--- config.mk ---
export PLATFORM = sky130hd
export DESIGN_NAME = mem_access
export DESIGN_NICKNAME = d
export VERILOG_FILES = /design/src/rtl/mem_access.sv
export SDC_FILE = /design/constraint.sdc
export NUM_CORES = 1
export LEC_CHECK = 0
export ABC_AREA = 1
export ABC_CLOCK_PERIOD_IN_PS = 7400
export CORE_MARGIN = 1.5
export CORE_UTILIZATION = 48
export DETAILED_ROUTE_END_ITERATION = 10
export HOLD_SLACK_MARGIN = 0.12
export PLACE_DENSITY = 0.85
export SYNTH_ARGS = -nofsm -noshare
export SYNTH_HDL_FRONTEND = slang
export SYNTH_SLANG_ARGS = --single-unit
--- constraint.sdc ---
create_clock -name clk -period 7.4 [get_ports clk]
set_input_delay 0.74 -clock clk [delete_from_list [all_inputs] [get_ports clk]]
set_output_delay 0.74 -clock clk [all_outputs]
set_load 0.005 [all_outputs]
--- src/rtl/mem_access.sv ---
// Load/store unit between the pipeline MEM stage and a single-outstanding memory bus.
// It aligns addresses, forms byte lanes, waits for the bus ack or a timeout, and returns a shifted read word.
module mem_access #(
   parameter int TIMEOUT = 16
) (
   input  logic        clk,
   input  logic        reset,
   input  logic        req_valid,
   input  logic        req_we,
   input  logic [2:0]  funct3,
   input  logic [31:0] addr,
   input  logic [31:0] wdata,
   output logic        stall,
   output logic        mem_req,
   output logic        mem_we,
   output logic [31:0] mem_addr,
   output logic [3:0]  mem_be,
   output logic [31:0] mem_wdata,
   input  logic        mem_ack,
   input  logic [31:0] mem_rdata,
   output logic        ld_valid,
   output logic [2:0]  ld_funct3,
   output logic [31:0] ld_data,
   output logic        misalign_err,
   output logic        bus_err,
   output logic [1:0]  fsm_state
);

   // Handshake: a request is taken in IDLE when req_valid=1 and the access is aligned;
   // stall stays high until the DONE cycle, when the result is presented for one cycle.
   typedef enum logic [1:0] {
      IDLE = 2'd0,
      WAIT = 2'd1,
      DONE = 2'd2
   } state_t;

   localparam int CW = $clog2(TIMEOUT) + 1;

   state_t        state, state_nxt;
   logic [CW-1:0] wait_cnt;
   logic [1:0]    off_q;
   logic [2:0]    f3_q;
   logic          misaligned;
   logic          accept;
   logic          timeout_hit;
   logic [3:0]    be_calc;
   logic [31:0]   wdata_calc;

   assign fsm_state = state;

   // funct3[1:0] selects the width; bit 2 only matters to the load-extension stage.
   always_comb begin
      misaligned = 1'b0;
      be_calc    = 4'b1111;
      wdata_calc = wdata;
      case (funct3[1:0])
         2'b00: begin
            be_calc    = 4'b0001 << addr[1:0];
            wdata_calc = {4{wdata[7:0]}};
         end
         2'b01: begin
            misaligned = addr[0];
            be_calc    = 4'b0011 << {addr[1], 1'b0};
            wdata_calc = {2{wdata[15:0]}};
         end
         default: misaligned = (addr[1:0] != 2'b00);
      endcase
   end

   always_ff @(posedge clk or posedge reset) begin
      if (reset) state <= IDLE;
      else       state <= state_nxt;
   end

   always_comb begin
      state_nxt   = state;
      stall       = 1'b0;
      accept      = 1'b0;
      timeout_hit = 1'b0;
      case (state)
         IDLE: begin
            if (req_valid && !misaligned) begin
               accept    = 1'b1;
               stall     = 1'b1;
               state_nxt = WAIT;
            end
         end
         WAIT: begin
            stall = 1'b1;
            // An ack in the timeout cycle still completes the access normally.
            if (mem_ack) begin
               state_nxt = DONE;
            end else if (wait_cnt == CW'(TIMEOUT - 1)) begin
               timeout_hit = 1'b1;
               state_nxt   = DONE;
            end
         end
         DONE:    state_nxt = IDLE;
         default: state_nxt = IDLE;
      endcase
   end

   always_ff @(posedge clk or posedge reset) begin
      if (reset) begin
         mem_req      <= 1'b0;
         mem_we       <= 1'b0;
         mem_addr     <= '0;
         mem_be       <= '0;
         mem_wdata    <= '0;
         ld_valid     <= 1'b0;
         ld_funct3    <= '0;
         ld_data      <= '0;
         misalign_err <= 1'b0;
         bus_err      <= 1'b0;
         wait_cnt     <= '0;
         off_q        <= '0;
         f3_q         <= '0;
      end else begin
         misalign_err <= (state == IDLE) && req_valid && misaligned;
         ld_valid     <= 1'b0;
         bus_err      <= 1'b0;
         if (accept) begin
            mem_req   <= 1'b1;
            mem_we    <= req_we;
            mem_addr  <= {addr[31:2], 2'b00};
            mem_be    <= be_calc;
            mem_wdata <= wdata_calc;
            off_q     <= addr[1:0];
            f3_q      <= funct3;
            wait_cnt  <= '0;
         end
         if (state == WAIT) begin
            wait_cnt <= wait_cnt + 1'b1;
            if (mem_ack) begin
               mem_req <= 1'b0;
               if (!mem_we) begin
                  ld_valid  <= 1'b1;
                  ld_data   <= mem_rdata >> {off_q, 3'b000};
                  ld_funct3 <= f3_q;
               end
            end else if (timeout_hit) begin
               mem_req <= 1'b0;
               bus_err <= 1'b1;
               ld_data <= '0;
            end
         end
      end
   end

endmodule

==> results.toml, run 1 <==
[place]
io_buffers = 212
placed_cells = 1039
dp.final_hpwl_um = 11600
place.gp.congestion = 0.855
place_ws_ns = 3.83

[worst_setup_path]
crit_type = "input port to output port"
critPathMaxStageDelay_ns = 0.79
cp_max_fo = 23
cpMaxStageDelayCell = "clkdlybuf4s50_1"
worstSetupEndpointType = "output port"
critPathRequiredTime_ns = 6.66
cp-start-kind = "input port"
crit_chain = "clkdlybuf4s50_1, inv_4, nand2_8, nand2_4, nand2_4, nand2_1, clkdlybuf4s50_1"
worstPathArrival_ns = 2.83

[cts]
cts_resized = 0
htree_levels = 4
hold_buffers = 0
cts_root_buf = "clkbuf_16"
cts_buffer_depth = 2
cts_tree = "yes"
cts.sinks = 118
path_clk_slew_ns = 0.05
cts_inserted_buffers = 17
post_cts_buffers = 0
clk_latency_ns = 0.41

[sta]
period_needed_ns = 3.57
hold_ws_ns = 0.472
rsz0062_at_grt = "false"
slew_headroom = 0.348
setup_tns_ns = 0
period_share = 0.483
hold_viol_final = 0
skew_ns = 0.00971
finalSetupViolCount = 0
slew_violations = 0
max_freq_mhz = 280
worstMarginPinSlew_ns = 0.977
setup_ws_ns = 3.83

[layout]
nets = 1021
final_util = 0.720
fillers = 879
n_antenna_cell = 0
syn2layout_area_growth_pct = 45.5
drive_above_1_share = 0.0797
final_cells = 1071

[worst_hold_path]
hp-class = "flip-flop to flip-flop"

[yosys]
ys_seq_area_frac = 0.521
synthesis.area_um2 = 5670
yosys_warnings = 0
syn_avg_cell_area_um2 = 7.85
synth_cell_types = 26
ys_ff_latch = 118
syn_inst = 723

[power]
vdd_drop_max_mv = 0.245
p_sw_frac = 0.313
p_clk_frac = 0.278
powerDensity_nw_per_um2 = 326
switchingPower_uw = 843
internal-power_mw = 1.85
comb_power_share = 0.345
seqPwrFrac = 0.377
p_leak_nw = 4.13

[floorplanning]
start_util = 0.495
die_h_um = 112
pin_count = 215
dieArea_um2 = 12500
core_um2 = 11500
row_count = 39
die_w_um = 112

[route]
wl_per_cell_um = 15.8
dr.pass1.iters = 6
antenna_left = 0
viasPerCell = 5.14
drc = 0
drt_iter0_markers = 581
vias = 5502
wl_um = 16900

[grt]
grt_max_degree = 86
grt_pass1_vias = 5394
globalRoute.totalOverflow = 0
grt_pass1_wl_um = 27600
grt_antenna_before_repair = 1
grt_use_total = 0.283

[flow_run]
cap_violations = 0

[status]
outcome = "finished clean"
## registers in the layout, indices dropped and copies added, names as in the netlist
| register | flops |
|---|---|
| ld_data | 32 |
| mem_wdata | 32 |
| mem_addr | 30 |
| wait_cnt | 5 |
| mem_be | 4 |
| f3_q | 3 |
| ld_funct3 | 3 |
| fsm_state | 2 |
| off_q | 2 |
| bus_err | 1 |
| ld_valid | 1 |
| mem_req | 1 |
| mem_we | 1 |
| misalign_err | 1 |
## synthesized netlist by cell type, drive strengths merged
library cell    n  area [um2]
clkbuf          6        22.5
nor3            1        5.00
or2             3        18.8
dfrtp         118        2950
nor2           19        76.3
conb            1        3.75
ha              2        25.0
o21ai          14         108
nand2         381        1490
buf            37         265
a21oi          17        88.8
inv            26         100
nand3          98         516
## power by group through the flow
stage          sequential [mW]  combinational, mW  clock, mW
4_1_cts                   1.02              0.936      0.756
5_1_grt                   1.05               1.02      0.794
2_1_floorplan             1.00              0.391          0
3_3_place_gp              1.02              0.910          0
6_report                  1.02              0.929      0.748
3_5_place_dp              1.02              0.931          0
## metal layers
metal	GRT usage	vias to the layer above	wire length, um
met4	0.111	0	351
met5	0	-	0
met2	0.431	295	7740
met3	0.113	27	1930
li1	-	2650	-
met1	0.364	2530	6900
## through the flow
| stage | power (mW) | cell area [um2] |
|---|---|---|
| after CTS | 2.71 | 8260 |
| after global routing | 2.86 | 8260 |
| final | 2.69 | 8260 |
| after global placement | 1.93 | 7710 |
| after floorplan | 1.39 | 5680 |
| after detailed placement | 1.95 | 7710 |
## cells in the final DEF, fill, tap and decap left out
| master | netlist | layout |
|---|---|---|
| a21oi_1 | 16 | 16 |
| a21oi_2 | 1 | 1 |
| buf_4 | 3 | 3 |
| clkbuf_1 | 6 | 3 |
| clkbuf_16 | 0 | 17 |
| clkbuf_8 | 0 | 4 |
| clkdlybuf4s50_1 | 0 | 212 |
| clkinv_2 | 0 | 5 |
| clkinv_4 | 0 | 1 |
| clkinvlp_4 | 0 | 2 |
| conb_1 | 1 | 2 |
| dfrtp_1 | 118 | 118 |
| ha_1 | 2 | 2 |
| inv_1 | 21 | 20 |
| inv_2 | 4 | 4 |
| inv_4 | 1 | 2 |
| nand2_1 | 366 | 366 |
| nand2_2 | 12 | 12 |
| nand2_4 | 2 | 2 |
| nand2_8 | 1 | 1 |
| nand3_1 | 93 | 93 |
| nand3_2 | 5 | 5 |
| nor2_1 | 17 | 17 |
| nor2_2 | 2 | 2 |
| nor3_1 | 1 | 1 |
| o21ai_0 | 4 | 4 |
| o21ai_2 | 10 | 10 |
| or2_2 | 3 | 3 |
## logic make-up after synthesis
kind of cell / share of synthesized area
other cells: 0.000661
compound gates: 0.0346
fa+ha+maj: 0.00441
buf+inv: 0.0684
simple gates: 0.371
flops: 0.521
## critical path: cells and delay by family
family / cells / cell delay, ns
buf+inv: 3 / 1.71
simple gates: 4 / 0.37
## path summary, 6_finish.rpt
kind | start | endpoint | slack (ns) | cells past startpoint
max in group asynchronous | reset | ld_data[22] | 5.37 | 3
hold reg to reg | ld_funct3[0] | ld_funct3[0] | 0.47 | 2
hold / removal | ld_funct3[0] | ld_funct3[0] | 0.47 | 2
min in group asynchronous | reset | ld_data[27] | 0.89 | 2
setup / recovery | funct3[1] | stall | 3.83 | 7
setup reg to reg | fsm_state[1] | ld_data[20] | 5.07 | 8
## final cells by class
type                    count  area, um2  share of cell area
flip-flops and latches    118       2950               0.358
repair buffers            215       2140               0.260
clock inverters             8       48.8             0.00591
multi-input cells         537       2340               0.283
clock buffers              24        492              0.0596
well taps                 143        179              0.0217
inverters                  26        103              0.0124
Note: power is estimated with default switching activity, not from simulation.
==> run 2, diff against run 1 <==
--- a/config.mk
+++ b/config.mk
@@ -6,12 +6,12 @@
 export NUM_CORES = 1
 export LEC_CHECK = 0
 export ABC_AREA = 1
-export ABC_CLOCK_PERIOD_IN_PS = 7400
+export ABC_CLOCK_PERIOD_IN_PS = 3700
 export CORE_MARGIN = 1.5
-export CORE_UTILIZATION = 48
+export CORE_UTILIZATION = 45
 export DETAILED_ROUTE_END_ITERATION = 10
 export HOLD_SLACK_MARGIN = 0.12
-export PLACE_DENSITY = 0.85
+export PLACE_DENSITY = 0.81
 export SYNTH_ARGS = -nofsm -noshare
 export SYNTH_HDL_FRONTEND = slang
 export SYNTH_SLANG_ARGS = --single-unit
==> constraint.sdc (replaced) <==
create_clock -name clk -period 3.7 [get_ports clk]
set_input_delay 0.37 -clock clk [delete_from_list [all_inputs] [get_ports clk]]
set_output_delay 0.37 -clock clk [all_outputs]
set_load 0.005 [all_outputs]
==> run 2 against run 1 <==
Via count is 0.49% higher. Routed wire length rose by 0.16%. Design area up 1.3%. Critical path type unchanged. Critical endpoint unchanged. Largest power group unchanged.
==> results.toml, run 2 (synthesized netlist as in run 1, its figures left out) <==
[route]
wl_per_cell_um = 15.4
drc = 0
antenna_left = 0
dr.pass1.iters = 6
drt_iter0_markers = 488
viasPerCell = 5.04
wl_um = 17000
vias = 5529

[cts]
clk_latency_ns = 0.41
post_cts_buffers = 0
htree_levels = 4
cts_resized = 0
cts_tree = "yes"
cts_root_buf = "clkbuf_16"
cts_buffer_depth = 2
path_clk_slew_ns = 0.06
cts_inserted_buffers = 17
cts.sinks = 118
hold_buffers = 0

[flow_run]
cap_violations = 0

[worst_setup_path]
cpMaxStageDelayCell = "clkdlybuf4s50_1"
critPathMaxStageDelay_ns = 0.82
cp_max_fo = 38
worstPathArrival_ns = 2.46
cp-start-kind = "input port"
crit_chain = "clkdlybuf4s50_1, inv_2, nand2_8, nand2_4, nand2_4, nand2_1, clkdlybuf4s50_1"
worstSetupEndpointType = "output port"
crit_type = "input port to output port"
cp_top_family = "buffers and inverters"
cp_num_buf_inv = 3
critPathRequiredTime_ns = 3.33

[sta]
finalSetupViolCount = 0
worstMarginPinSlew_ns = 0.979
period_share = 0.766
period_needed_ns = 2.83
hold_viol_final = 0
setup_ws_ns = 0.866
hold_ws_ns = 0.438
slew_violations = 0
rsz0062_at_grt = "false"
skew_ns = 0.0135
slew_headroom = 0.347
setup_tns_ns = 0
max_freq_mhz = 353

[layout]
drive_above_1_share = 0.0849
final_common_cell = "nand2_1"
nets = 1023
syn2layout_area_growth_pct = 47.5
n_antenna_cell = 0
reg.largest.list = "ld_data: 32 flops, mem_wdata: 32 flops, mem_addr: 30 flops"
fillers = 1012
final_cell_mix = "nand2_1, clkdlybuf4s50_1, dfrtp_1"

[place]
dp.final_hpwl_um = 11600
place.gp.congestion = 0.881
io_buffers = 212
place_ws_ns = 0.810

[power]
powerDensity_nw_per_um2 = 660
p_leak_nw = 4.16
vdd_drop_max_mv = 0.381

[grt]
grt_max_degree = 61
grt_use_total = 0.266
grt_antenna_before_repair = 0
grt_pass1_vias = 5377
grt_pass1_wl_um = 26900
globalRoute.totalOverflow = 0

[floorplanning]
core_um2 = 12200
pin_count = 215
row_count = 40
dieArea_um2 = 13300
start_util = 0.466
die_h_um = 115
die_w_um = 115

[status]
outcome = "finished clean"

[worst_hold_path]
hp-class = "input port to async pin"
[run 2: cell count changes in the layout (fill, tap and decap cells not counted)]
cell        change
clkbuf_1        -3
clkinv_2        -3
clkinv_4        +4
clkinvlp_4      +2
buf_12          +1
clkbuf_8        -3
buf_4           +1
inv_6           +1
bufinv_16       +2
[run 2: area by class of cell]
type                            count  area (um2)  area share
Clock buffer                       18         439      0.0525
Timing Repair Buffer              217        2170       0.260
Multi-Input combinational cell    537        2340       0.279
Clock inverter                     14         153      0.0182
Tap cell                          168         210      0.0251
Inverter                           26         103      0.0123
Sequential cell                   118        2950       0.353
[run 2: report_power, final]
part	internal, mW	switching (mW)	leakage, nW
logic	1.07	0.824	2.39
registers	1.72	0.285	1.50
clock network	1.01	0.614	0.278
total	3.80	1.72	4.16
[run 2: worst paths after layout]
path | slack, ns | endpoint | startpoint | cells after the start
worst max-delay path | 0.87 | stall | funct3[0] | 7
worst min-delay path | 0.44 | ld_data[11] | reset | 2
worst max register to register | 1.39 | ld_data[20] | fsm_state[0] | 7
worst min register to register | 0.47 | mem_addr[9] | mem_addr[9] | 2
max in group asynchronous | 2.46 | mem_wdata[30] | reset | 3
min in group clk | 0.47 | mem_addr[9] | mem_addr[9] | 2
[run 2: stage by stage]
stage               power [mW]  utilization  area [um2]  cells
floorplan                 2.78            -        5680    724
global placement          3.87        0.639        7770   1066
detailed placement        3.90        0.639        7770   1066
CTS                       5.56        0.688        8370   1098
global route              5.87        0.688        8370   1098
finish                    5.52        0.688        8370   1098
[run 2: metal layers]
layer / routed length (um) / global-route usage / vias to the layer above
met4: 498 / 0.109 / 0
met5: 0 / 0 / -
li1: - / - / 2645
met3: 1690 / 0.102 / 42
met1: 7120 / 0.340 / 2575
met2: 7650 / 0.408 / 267
==> run 3, diff against run 2 <==
--- a/config.mk
+++ b/config.mk
@@ -6,7 +6,7 @@
 export NUM_CORES = 1
 export LEC_CHECK = 0
 export ABC_AREA = 1
-export ABC_CLOCK_PERIOD_IN_PS = 3700
+export ABC_CLOCK_PERIOD_IN_PS = 2800
 export CORE_MARGIN = 1.5
 export CORE_UTILIZATION = 45
 export DETAILED_ROUTE_END_ITERATION = 10
==> constraint.sdc (replaced) <==
create_clock -name clk -period 2.8 [get_ports clk]
set_input_delay 0.28 -clock clk [delete_from_list [all_inputs] [get_ports clk]]
set_output_delay 0.28 -clock clk [all_outputs]
set_load 0.005 [all_outputs]
==> run 3 against run 2 <==
Count of clock-buffer cells in the layout is 6 higher. Final cell count up 0.55%. Combinational power grew 34%. Setup slack got worse by 0.23 ns. Clock power grew 37%. Non-clock buffer count rose by 6. Sequential share of layout area shrank 0.33 points. Routed wire length barely moved. Power increased by 34%. Clock skew grew 0.0029 ns. Largest power group unchanged. Highest routed layer unchanged.
==> results.toml, run 3 (synthesized netlist as in run 1, its figures left out) <==
[grt]
grt_pass1_vias = 5391
grt_pass1_wl_um = 27100
globalRoute.totalOverflow = 0
grt_max_degree = 61
grt_antenna_before_repair = 0
grt_use_total = 0.269

[layout]
n_antenna_cell = 0
multi_input_area_um2 = 2340
reg.largest.list = "ld_data: 32 flops, mem_wdata: 32 flops, mem_addr: 30 flops"
syn2layout_area_growth_pct = 48.9
fillers = 1016
final_cell_mix = "nand2_1, clkdlybuf4s50_1, dfrtp_1"
drive_above_1_share = 0.0876
seq_area_um2 = 2950
final_common_cell = "nand2_1"
nets = 1029

[sta]
max_freq_mhz = 462
setup_tns_ns = 0
period_needed_ns = 2.17
rsz0062_at_grt = "false"
slew_violations = 0
slew_headroom = 0.359
skew_ns = 0.0164
hold_viol_final = 0
worstMarginPinSlew_ns = 0.959
finalSetupViolCount = 0
period_share = 0.774

[worst_setup_path]
cp.depth = 4
cpMaxStageDelayCell = "clkdlybuf4s50_1"
cp_num_buf_inv = 2
crit_type = "flip-flop to output port"
rr_worst_depth = 7
worstSetupEndpointType = "output port"
cp_max_fo = 11
cp_top_family = "buffers and inverters"
cp-start-kind = "flip-flop"
worstPathArrival_ns = 1.89
crit_top_cell = "nand2_1"
critPathMaxStageDelay_ns = 0.55
critPathRequiredTime_ns = 2.52
crit_chain = "inv_1, nand2_1, nand2_1, clkdlybuf4s50_1"

[route]
vias = 5425
wl_per_cell_um = 15.4
drt_iter0_markers = 578
drc = 0
antenna_left = 0
viasPerCell = 4.91
wl_um = 17000
dr.pass1.iters = 5

[floorplanning]
start_util = 0.466
dieArea_um2 = 13300
die_h_um = 115
row_count = 40
pin_count = 215
core_um2 = 12200
die_w_um = 115

[worst_hold_path]
hp-class = "input port to async pin"

[place]
io_buffers = 212
dp.final_hpwl_um = 11800
place.gp.congestion = 0.891

[status]
outcome = "finished clean"

[flow_run]
cap_violations = 0

[cts]
cts_tree = "yes"
cts_resized = 0
htree_levels = 4
post_cts_buffers = 0
cts_inserted_buffers = 17
cts_root_buf = "clkbuf_16"
cts_buffer_depth = 2
hold_buffers = 0
clk_latency_ns = 0.41
path_clk_slew_ns = 0.05
cts.sinks = 118

[power]
p_leak_nw = 4.21
powerDensity_nw_per_um2 = 877
vdd_drop_max_mv = 0.383
finalPower_mw = 7.40
[run 3: path summary, 6_finish.rpt]
kind / startpoint / endpoint / slack, ns
worst max-delay path: fsm_state[1] / stall / 0.63
worst min-delay path: reset / ld_data[9] / 0.28
worst max register to register: fsm_state[1] / ld_data[20] / 0.70
worst min register to register: mem_addr[17] / mem_addr[17] / 0.48
max in group asynchronous: reset / mem_wdata[15] / 1.86
min in group clk: addr[25] / mem_addr[25] / 0.41
[run 3: metrics by stage]
stage	hold slack (ns)	cells	setup slack (ns)	cell area [um2]	util
5_1_grt	0.319	1104	0.464	8440	0.694
3_5_place_dp	0.464	1072	0.584	7830	0.644
6_report	0.280	1104	0.634	8440	0.694
3_3_place_gp	0.459	1072	0.638	7830	0.644
2_1_floorplan	0.390	724	1.08	5680	-
4_1_cts	0.279	1104	0.608	8440	0.694
[run 3: layer usage]
layer	track usage	vias to the layer above	wire length (um)
li1	-	2659	-
met1	0.342	2488	7070
met2	0.423	245	7970
met3	0.0970	33	1530
met4	0.105	0	385
met5	0	-	0
[run 3: power breakdown]
group | internal (mW) | leakage [nW] | switching, mW
Sequential | 2.28 | 1.50 | 0.354
Combinational | 1.42 | 2.42 | 1.11
Clock | 1.49 | 0.296 | 0.749
[run 3: layout make-up]
| class | count | area share |
|---|---|---|
| sequential | 118 | 0.350 |
| multi-input combinational | 537 | 0.277 |
| timing repair buffer | 223 | 0.264 |
| clock buffer | 24 | 0.0582 |
| tap | 168 | 0.0249 |
| clock inverter | 8 | 0.0142 |
| inverter | 26 | 0.0123 |
